--- config.mk ---
export PLATFORM = sky130hd
export DESIGN_NAME = dac_controller
export DESIGN_NICKNAME = d
export VERILOG_FILES = /design/src/rtl/dac_pkg.sv /design/src/rtl/dac_serializer.sv /design/src/rtl/fifo.sv /design/src/rtl/dac_controller.sv
export SDC_FILE = /design/constraint.sdc
export NUM_CORES = 1
export LEC_CHECK = 0
export CORE_MARGIN = 8
export CORE_UTILIZATION = 30
export DETAILED_ROUTE_END_ITERATION = 10
export GPL_ROUTABILITY_DRIVEN = 0
export PLACE_DENSITY = 0.56
export RECOVER_POWER = 25
export SLEW_MARGIN = 40
export SYNTH_ARGS = -nofsm -noshare
export SYNTH_HDL_FRONTEND = slang
export SYNTH_SLANG_ARGS = --single-unit
--- constraint.sdc ---
create_clock -name clk -period 6.2 [get_ports clk]
set_clock_uncertainty 0.1 [all_clocks]
set_input_delay 1.24 -clock clk [delete_from_list [all_inputs] [get_ports clk]]
set_output_delay 1.24 -clock clk [all_outputs]
set_load 0.02 [all_outputs]
--- src/rtl/dac_pkg.sv ---
// Shared types and constants for the DAC transmit path.
// Frame layout: {2'b00, power-down bits, sample[7:0], 4'b0000}, sent MSB first.
package dac_pkg;

    localparam int         FRAME_BITS = 16;
    localparam logic [1:0] PD_NORMAL  = 2'b00;

    typedef enum logic [2:0] {
        IDLE,
        POP,
        LOAD,
        SHIFT,
        GAP
    } dac_state_t;

    function automatic logic [FRAME_BITS-1:0] build_frame(input logic [1:0] pd,
                                                          input logic [7:0] sample);
        return {2'b00, pd, sample, 4'b0000};
    endfunction

endpackage

--- src/rtl/dac_serializer.sv ---
// Pops one sample per frame and shifts it out as a 16-bit cs/sclk/sdata frame.
// Latency: cs falls two cycles after leaving IDLE/GAP; cs low for 32*CLK_DIV cycles.
// Backpressure: pops only when enabled and data is present; dropping enable aborts the frame.
module dac_serializer
    import dac_pkg::*;
#(
    parameter int CLK_DIV    = 2,
    parameter int GAP_CYCLES = 2
) (
    input  logic       clk,
    input  logic       rst,
    input  logic       enable,
    input  logic [7:0] fifo_dat,
    input  logic       fifo_empty,
    output logic       fifo_rd,
    output logic       busy,
    output logic       cs,
    output logic       sclk,
    output logic       sdata
);

    localparam int DIV_W = $clog2(2*CLK_DIV + 1);
    localparam int GAP_W = $clog2(GAP_CYCLES + 1);

    localparam logic [DIV_W-1:0] DIV_HALF = DIV_W'(CLK_DIV - 1);
    localparam logic [DIV_W-1:0] DIV_LAST = DIV_W'(2*CLK_DIV - 1);
    localparam logic [GAP_W-1:0] GAP_LAST = GAP_W'(GAP_CYCLES - 1);
    localparam logic [4:0]       BIT_LAST = 5'(FRAME_BITS - 1);

    dac_state_t            state;
    logic [FRAME_BITS-1:0] shreg;
    logic [FRAME_BITS-1:0] load_frame;
    logic [4:0]            bit_cnt;
    logic [DIV_W-1:0]      div_cnt;
    logic [GAP_W-1:0]      gap_cnt;

    assign load_frame = build_frame(PD_NORMAL, fifo_dat);
    assign fifo_rd    = (state == POP);

    always_ff @(posedge clk or posedge rst) begin
        if (rst) begin
            state   <= IDLE;
            shreg   <= '0;
            bit_cnt <= '0;
            div_cnt <= '0;
            gap_cnt <= '0;
            busy    <= 1'b0;
            cs      <= 1'b1;
            sclk    <= 1'b1;
            sdata   <= 1'b0;
        end else if ((state == POP || state == LOAD || state == SHIFT) && !enable) begin
            // Abort: the popped sample is thrown away and the link parks in its idle levels.
            state   <= GAP;
            gap_cnt <= '0;
            cs      <= 1'b1;
            sclk    <= 1'b1;
            sdata   <= 1'b0;
        end else begin
            case (state)
                IDLE: begin
                    if (enable && !fifo_empty) begin
                        state <= POP;
                        busy  <= 1'b1;
                    end
                end
                POP: state <= LOAD;
                LOAD: begin
                    shreg   <= load_frame;
                    sdata   <= load_frame[FRAME_BITS-1];
                    cs      <= 1'b0;
                    sclk    <= 1'b1;
                    div_cnt <= '0;
                    bit_cnt <= '0;
                    state   <= SHIFT;
                end
                SHIFT: begin
                    if (div_cnt == DIV_LAST) begin
                        div_cnt <= '0;
                        if (bit_cnt == BIT_LAST) begin
                            state   <= GAP;
                            gap_cnt <= '0;
                            cs      <= 1'b1;
                            sclk    <= 1'b1;
                            sdata   <= 1'b0;
                        end else begin
                            bit_cnt <= bit_cnt + 1'b1;
                            shreg   <= shreg << 1;
                            sdata   <= shreg[FRAME_BITS-2];
                            sclk    <= 1'b1;
                        end
                    end else begin
                        div_cnt <= div_cnt + 1'b1;
                        if (div_cnt == DIV_HALF)
                            sclk <= 1'b0;
                    end
                end
                GAP: begin
                    // Skip IDLE when more data is waiting so frames stay back to back.
                    if (gap_cnt == GAP_LAST) begin
                        if (enable && !fifo_empty) begin
                            state <= POP;
                        end else begin
                            state <= IDLE;
                            busy  <= 1'b0;
                        end
                    end else begin
                        gap_cnt <= gap_cnt + 1'b1;
                    end
                end
                default: state <= IDLE;
            endcase
        end
    end

endmodule

--- src/rtl/fifo.sv ---
// Synchronous FIFO with registered read data and asynchronous reset.
// Latency: rd_dat is valid the cycle after rd_en; full/empty update the cycle after the write/pop.
// Backpressure: writes while full are dropped, even if a pop happens in the same cycle.
module fifo #(
    parameter int DEPTH = 16,
    parameter int WIDTH = 8
) (
    input  logic             clk,
    input  logic             rst,
    input  logic             wr_en,
    input  logic [WIDTH-1:0] wr_dat,
    input  logic             rd_en,
    output logic [WIDTH-1:0] rd_dat,
    output logic             full,
    output logic             empty
);

    localparam int AW = $clog2(DEPTH);

    logic [WIDTH-1:0] mem [DEPTH];
    logic [AW-1:0]    wr_ptr;
    logic [AW-1:0]    rd_ptr;
    logic [AW:0]      count;
    logic             wr_ok;
    logic             rd_ok;

    // Full is sampled before this cycle's pop, so a write into a full buffer is lost.
    assign wr_ok = wr_en && !full;
    assign rd_ok = rd_en && !empty;
    assign full  = (count == (AW+1)'(DEPTH));
    assign empty = (count == '0);

    always_ff @(posedge clk) begin
        if (wr_ok)
            mem[wr_ptr] <= wr_dat;
    end

    always_ff @(posedge clk or posedge rst) begin
        if (rst) begin
            wr_ptr <= '0;
            rd_ptr <= '0;
            count  <= '0;
            rd_dat <= '0;
        end else begin
            if (wr_ok)
                wr_ptr <= wr_ptr + 1'b1;
            if (rd_ok) begin
                rd_ptr <= rd_ptr + 1'b1;
                rd_dat <= mem[rd_ptr];
            end
            case ({wr_ok, rd_ok})
                2'b10:   count <= count + 1'b1;
                2'b01:   count <= count - 1'b1;
                default: count <= count;
            endcase
        end
    end

endmodule

--- src/rtl/dac_controller.sv ---
// Four-channel sample buffer feeding a 3-wire serial DAC; one channel selected by DAC_config[2:1].
// Latency: accepted write at edge T drives cs low at edge T+3 when idle and enabled.
// Backpressure: per-channel full flags (unselected channels read full); writes while full are dropped.
module dac_controller
    import dac_pkg::*;
#(
    parameter int FIFO_DEPTH = 16,
    parameter int CLK_DIV    = 2,
    parameter int GAP_CYCLES = 2
) (
    input  logic       clk,
    input  logic       rst,
    input  logic [7:0] DAC_config,
    input  logic       DAC_write_en_0,
    input  logic       DAC_write_en_1,
    input  logic       DAC_write_en_2,
    input  logic       DAC_write_en_3,
    input  logic [7:0] DAC_data_0,
    input  logic [7:0] DAC_data_1,
    input  logic [7:0] DAC_data_2,
    input  logic [7:0] DAC_data_3,
    output logic       DAC_fifo_full_0,
    output logic       DAC_fifo_full_1,
    output logic       DAC_fifo_full_2,
    output logic       DAC_fifo_full_3,
    output logic       busy,
    output logic       cs,
    output logic       sclk,
    output logic       sdata
);

    logic [1:0] sel;
    logic       wr_en;
    logic [7:0] wr_dat;
    logic       fifo_rd;
    logic [7:0] fifo_dat;
    logic       fifo_full;
    logic       fifo_empty;
    logic       cfg_unused;

    assign sel        = DAC_config[2:1];
    assign cfg_unused = ^DAC_config[7:3];

    always_comb begin
        wr_en  = 1'b0;
        wr_dat = DAC_data_0;
        case (sel)
            2'd0: begin wr_en = DAC_write_en_0; wr_dat = DAC_data_0; end
            2'd1: begin wr_en = DAC_write_en_1; wr_dat = DAC_data_1; end
            2'd2: begin wr_en = DAC_write_en_2; wr_dat = DAC_data_2; end
            default: begin wr_en = DAC_write_en_3; wr_dat = DAC_data_3; end
        endcase
    end

    // Unselected channels see a permanently full buffer so their writers hold off.
    assign DAC_fifo_full_0 = (sel == 2'd0) ? fifo_full : 1'b1;
    assign DAC_fifo_full_1 = (sel == 2'd1) ? fifo_full : 1'b1;
    assign DAC_fifo_full_2 = (sel == 2'd2) ? fifo_full : 1'b1;
    assign DAC_fifo_full_3 = (sel == 2'd3) ? fifo_full : 1'b1;

    fifo #(
        .DEPTH (FIFO_DEPTH),
        .WIDTH (8)
    ) u_fifo (
        .clk    (clk),
        .rst    (rst),
        .wr_en  (wr_en),
        .wr_dat (wr_dat),
        .rd_en  (fifo_rd),
        .rd_dat (fifo_dat),
        .full   (fifo_full),
        .empty  (fifo_empty)
    );

    dac_serializer #(
        .CLK_DIV    (CLK_DIV),
        .GAP_CYCLES (GAP_CYCLES)
    ) u_serializer (
        .clk        (clk),
        .rst        (rst),
        .enable     (DAC_config[0]),
        .fifo_dat   (fifo_dat),
        .fifo_empty (fifo_empty),
        .fifo_rd    (fifo_rd),
        .busy       (busy),
        .cs         (cs),
        .sclk       (sclk),
        .sdata      (sdata)
    );

endmodule

Yosys cells after proc, flatten, opt, wreduce, memory -nomap -nowiden
Memory sizes are Yosys's and may differ from the RTL's. A register that Yosys moved wholly into a read port is not among the register bits.
Index checks and enable logic that the tools add are counted.
{"block": "totals", "out_inout_bits": 8, "regBits": 45, "ram_bits": 128, "wordCells": 116, "n_memories": 1, "input_bits": 46}
{"block": "classes", "n_bitwise": 1, "n_addsub": 7, "eq_ne": 25, "reduce_logical": 25, "mux": 45}
{"name": "u_fifo.mem", "depth": 16, "width": 8, "rd": 1, "rd_clocked_by_memory_dff": 1, "write_ports": 1, "line_no": "fifo.sv:20", "rtl": "logic [WIDTH-1:0] mem [DEPTH];"}
{"operator": "two-way mux 15 bit", "n": 2}
{"operator": "one-hot mux 15 bit (2 select lines)", "n": 1}
{"operator": "one-hot mux 8 bit (3 select lines)", "n": 1}
{"operator": "one-hot mux 5 bit (2 select lines)", "n": 2}
{"operator": "two-way mux 1 bit", "n": 19}
{"operator": "two-way mux 3 bit", "n": 6}
{"operator": "one-hot mux 3 bit (5 select lines)", "n": 1}
{"operator": "AND reduction 4 bit", "n": 3}
{"operator": "adder 5 x 1 -> 5 bit, second input constant", "n": 2}
{"operator": "two-way mux 5 bit", "n": 2}
{"operator": "equality test 3 x 2 -> 1 bit, second input constant", "n": 3}
{"operator": "adder 4 x 1 -> 4 bit, second input constant", "n": 2}
{"operator": "two-way mux 2 bit", "n": 4}
{"operator": "one-hot mux 1 bit (2 select lines)", "n": 4}
{"operator": "equality test 2 x 1 -> 1 bit, second input constant", "n": 3}
{"operator": "equality test 2 bit, second input constant", "n": 3}
{"operator": "equality test 3 x 1 -> 1 bit, second input constant", "n": 2}
{"operator": "inequality test 2 bit, second input constant", "n": 3}
{"operator": "inequality test 3 x 1 -> 1 bit, second input constant", "n": 2}
{"operator": "inequality test 3 bit, second input constant", "n": 2}
{"operator": "one-hot mux 3 bit (2 select lines)", "n": 1}
{"operator": "AND reduction 2 bit", "n": 3}
{"operator": "nonzero test 2 bit", "n": 3}
{"operator": "nonzero test 3 bit", "n": 2}
{"operator": "other kinds (20)", "n": 27}

Depth between registers and ports, before layout
{"block": "depth", "word_depth": 7, "mapped_depth": 15, "ltp_nobuf": 12}

Hierarchy
A second synthesis with hierarchy kept.
{"block": "unflattened", "hier_cells": 479, "area_unflattened_um2": 7673.6}
{"module": "fifo", "area_each_um2": 5940.7, "seq_area_each_um2": 4369.2, "n_inst": 1, "cells_each": 317}
{"module": "dac_serializer", "area_each_um2": 1470.2, "seq_area_each_um2": 703.2, "n_inst": 1, "cells_each": 147}
{"module": "dac_controller", "area_each_um2": 262.8, "seq_area_each_um2": 0.0, "n_inst": 1, "cells_each": 15}

Worst setup path before layout
OpenSTA, ideal clock, no wires.
{"block": "synth_timing", "path_type": "input-to-reg", "from": "input port DAC_config[1]", "to": "register u_fifo.count[4]", "setup_slack_ps": 2716, "required_time_ps": 6020, "stages": 13, "t_arrival_ps": 3304, "path_buffers": 2, "setup_ps": 80, "cell_sequence": "mux4_2 -> nor2b_1 -> buf_2 -> inv_1 -> ha_1 -> clkbuf_1 -> xor2_1 -> ha_1 -> nand2_1 -> nor2_1 -> o21ai_0 -> a31oi_1 -> xnor2_1"}
{"block": "synth_via", "elab_chain_len": 5, "elab_cells_between_ends": 9, "classes_between": "eq/ne (4); mux (2); reduce/logical (3)"}
{"item": "start, declared", "line_no": "dac_controller.sv:13", "rtl": "input logic [7:0] DAC_config,"}
{"item": "equality test 2 bit, or another cell as far along", "line_no": "dac_controller.sv:47", "rtl": "case (sel)"}
{"item": "one-hot mux 1 bit (3 select lines) *", "line_no": "dac_controller.sv:47"}
{"item": "logical AND 1 bit *", "line_no": "fifo.sv:28", "rtl": "assign wr_ok = wr_en && !full;"}
{"item": "equality test 2 x 1 -> 1 bit / equality test 2 bit (equally long branches)", "line_no": "fifo.sv:51", "rtl": "case ({wr_ok, rd_ok})"}
{"item": "one-hot mux 5 bit (2 select lines) / nonzero test 2 bit (equally long branches)"}
{"item": "end signal, assigned", "line_no": "fifo.sv:52", "rtl": "2'b10: count <= count + 1'b1;"}
{"item": "end signal, assigned", "line_no": "fifo.sv:53", "rtl": "2'b01: count <= count - 1'b1;"}
{"item": "end signal, assigned", "line_no": "fifo.sv:54", "rtl": "default: count <= count;"}
{"item": "end, declared", "line_no": "fifo.sv:23", "rtl": "logic [AW:0] count;"}
Every way passes the cells marked *; elsewhere a longest branch is shown, timed or not.
A chain may end at the register's enable or synchronous reset.

Worst setup path after layout
{"block": "layout_timing", "from": "input port DAC_config[1]", "to": "register u_fifo.count[2]"}
Same word-level chain as after synthesis.

==> results.cfg <==
[outcome]
status = finished, violations left
violations = max-capacitance violations, max-slew violations

[global_route]
met1_usage_pct = 12.6
grt_use_total_pct = 9.97
grt_first_pass_wirelength_um = 23500
grt.busiest_layer = met2
overflow = 0
use_met2_pct = 15.9
grt_pass1_vias = 4284
met3_usage_pct = 2.85
antenna_found_initial = 0
grt_max_degree = 50

[critical_path]
max_stage_delay_ns = 0.60
path_class = input port to flop
crit_family = buffers and inverters
path_buf_inv = 3
crit_path_end_kind = flop
required_ns = 6.41
path_cells = dlygate4sd3_1 > clkbuf_1 > mux4_2 > nor2b_1 > inv_1 > ha_1 > xor2_1 > ha_1 > a21oi_1 > xor2_1 > nor2_1 > xor2_1
crit_arrival_ns = 4.80
start_kind = input port
worstPathMaxFanout = 13
crit_path_top_delay_cell = nor2b_1
critPathMostFrequentCell = xor2_1

[clocking]
cts_tree = done
cts.sinks = 177
h-tree-depth = 4
cts_root_buffer = clkbuf_16
postCtsSetupBuffers = 0
cts_hold_buf = 0
clk_path_buf_depth = 2
path_clk_slew_ns = 0.07
cts-buffers-inserted = 17
ctsResizeCount = 0
clk_latency_ns = 0.43

[synth]
ys.flop_type = edfxtp_1
synth.area.mux_share_pct = 15.0
ys_ff_latch = 177
synth-compound-area-share_pct = 5.71
synthesis.area_um2 = 7580
ys_seq_area_share_pct = 67.0
synth.top_cell.area_share_pct = 50.7
synth-edff-count = 128
yosysWarnings = 0
syn_avg_cell_area_um2 = 16.0
synth_cell_type_count = 46
synthAdderAreaFrac_pct = 2.28
synth-async-reset-ratio_pct = 27.7
yosys.area_share.xor_xnor_pct = 1.50
synth_top_family_by_area = multiplexers
yosys.area_share.simple_pct = 5.83
synth.largest_area_cell = edfxtp_1
synthCells = 474
synth_nets = 533
yosys-top-cells-area = edfxtp_1, dfrtp_1, mux4_2

[layout]
area_growth_pct = 17.8
mostFrequentLayoutCells = edfxtp_1, clkdlybuf4s50_1, dfrtp_1, mux4_2, nand2_1
drive_gt1_share_pct = 18.5
fin_nets = 580
antenna_cells = 0
final_common_cell = edfxtp_1

[floorplan]
die_h_um = 175
die_x_um = 175
rows = 58
coreArea_um2 = 25000
start_util_pct = 30.3
io-pin-count = 54
die_area_um2 = 30600

[timing]
holdWs_ns = 0.379
relSlewSlack_pct = -51.5
finalHoldViolCount = 0
fin_crit_sh_pct = 74.1
maxSlewViolCount = 50
tns_ns = 0
fin_crit_ns = 4.59
setup_viol = 0
rsz0062_at_grt = false
max_freq_mhz = 218
tightest_slew_ns = 2.26

[pwr]
p_int_mw = 2.60
pwr_density_cell_nw_per_um2 = 427
leakage_nw = 3.11
pwr-share-clk_pct = 26.6
power_frac_seq_pct = 45.0
vdd_drop_max_uv = 175
switching_share_pct = 31.8
netSwitchingPower_mw = 1.21
combPwrFrac_pct = 28.4

[drt]
drt_first_pass_iters = 4
wl_per_cell_um = 17.1
drc = 0
ant_nets = 0
routed-via-count = 4108
drt-total-wl_um = 14700
drt-initial-drc-count = 228
drt-vias-per-instance = 4.75

[place]
hpwl_um = 9770
portBuffers = 48

[run]
cap_viol_max_count = 1

[min_path]
hold_path.class = flop to flop
-- tightest hold or removal path, cell delays in order (launching register included) --
cell     delay, ns
dfrtp_1       0.34
nand2_1       0.05
o31ai_1       0.05
-- power by group through the flow --
stage	Combinational [mW]	Sequential [mW]	Clock, mW
3_3_place_gp	1.09	1.73	0
5_1_grt	1.20	1.75	1.09
4_1_cts	1.11	1.72	1.04
2_1_floorplan	0.935	1.63	0
3_5_place_dp	1.11	1.74	0
6_report	1.08	1.72	1.01
-- path summary, 6_finish.rpt --
kind / start / slack (ns) / depth (start not counted) / to
max: DAC_config[1] / 1.61 / 12 / u_fifo.count[2]
min: u_serializer.bit_cnt[4] / 0.38 / 2 / u_serializer.bit_cnt[4]
max reg2reg: u_fifo.count[1] / 2.79 / 9 / u_fifo.count[2]
min reg2reg: u_serializer.bit_cnt[4] / 0.38 / 2 / u_serializer.bit_cnt[4]
max in group asynchronous: rst / 2.97 / 2 / u_fifo.rd_ptr[3]
min in group asynchronous: rst / 1.77 / 2 / u_serializer.state[0]
-- area by class of cell --
cell class / instances / area [µm²]
fillers: 2394 / 16000
multi-input cells: 256 / 2300
repair buffers: 55 / 526
inverters: 14 / 53.8
flip-flops and latches: 177 / 5080
well taps: 330 / 413
clock buffers: 19 / 433
clock inverters: 13 / 121
-- per-stage QoR --
step	total power [mW]	area, µm²	std cells	setup slack (ns)	utilization [%]
6_report	3.81	8930	864	1.61	35.8
5_1_grt	4.03	8930	864	1.27	35.8
4_1_cts	3.87	8930	864	1.91	35.8
3_5_place_dp	2.85	8380	832	1.52	33.6
3_3_place_gp	2.82	8370	832	1.62	33.5
2_1_floorplan	2.56	7580	474	2.72	-
-- layer usage --
| layer | up-vias | part of all wire, % |
|---|---|---|
| met3 | 17 | 4.8 |
| met5 | - | 0 |
| met4 | 0 | 2.1 |
| met1 | 2066 | 45 |
| met2 | 107 | 48 |
| li1 | 1918 | - |
-- flip-flops by register name, indices dropped and copies added, names as in the netlist, 2 cells and up --
| register | count |
|---|---|
| u_serializer.bit_cnt | 5 |
| u_serializer.gap_cnt | 2 |
| u_fifo.mem | 128 |
| u_fifo.rd_dat | 8 |
| u_serializer.div_cnt | 3 |
| u_fifo.wr_ptr | 4 |
| u_serializer.shreg | 11 |
| u_fifo.count | 5 |
| u_fifo.rd_ptr | 4 |
| u_serializer.state | 3 |
-- synthesized netlist by cell type (all sizes together) (2+ instances only) --
cell and n:
dfstp 2, nand3 2, ha 13, xor2 5, o22ai 16, buf 17, nand4 2, o21ai 27
a31oi 2, edfxtp 128, nand3b 3, nand2 40, xnor2 8, clkbuf 10, nand2b 5, o31ai 2
mux2 13, inv 14, a21oi 15, mux2i 7, nor2b 5, nor2 25, dfrtp 47, a22oi 2
nor3 7, mux4 41, and3 2
-- cell families after synthesis --
family,Yosys count
AO/OA/AOI/OAI,73
XOR/XNOR,13
adder cells (fa/ha/maj),14
buffers and inverters,41
flip-flops,177
multiplexers,61
AND/OR/NAND/NOR,95
Note: power is estimated with default switching activity, not from simulation.
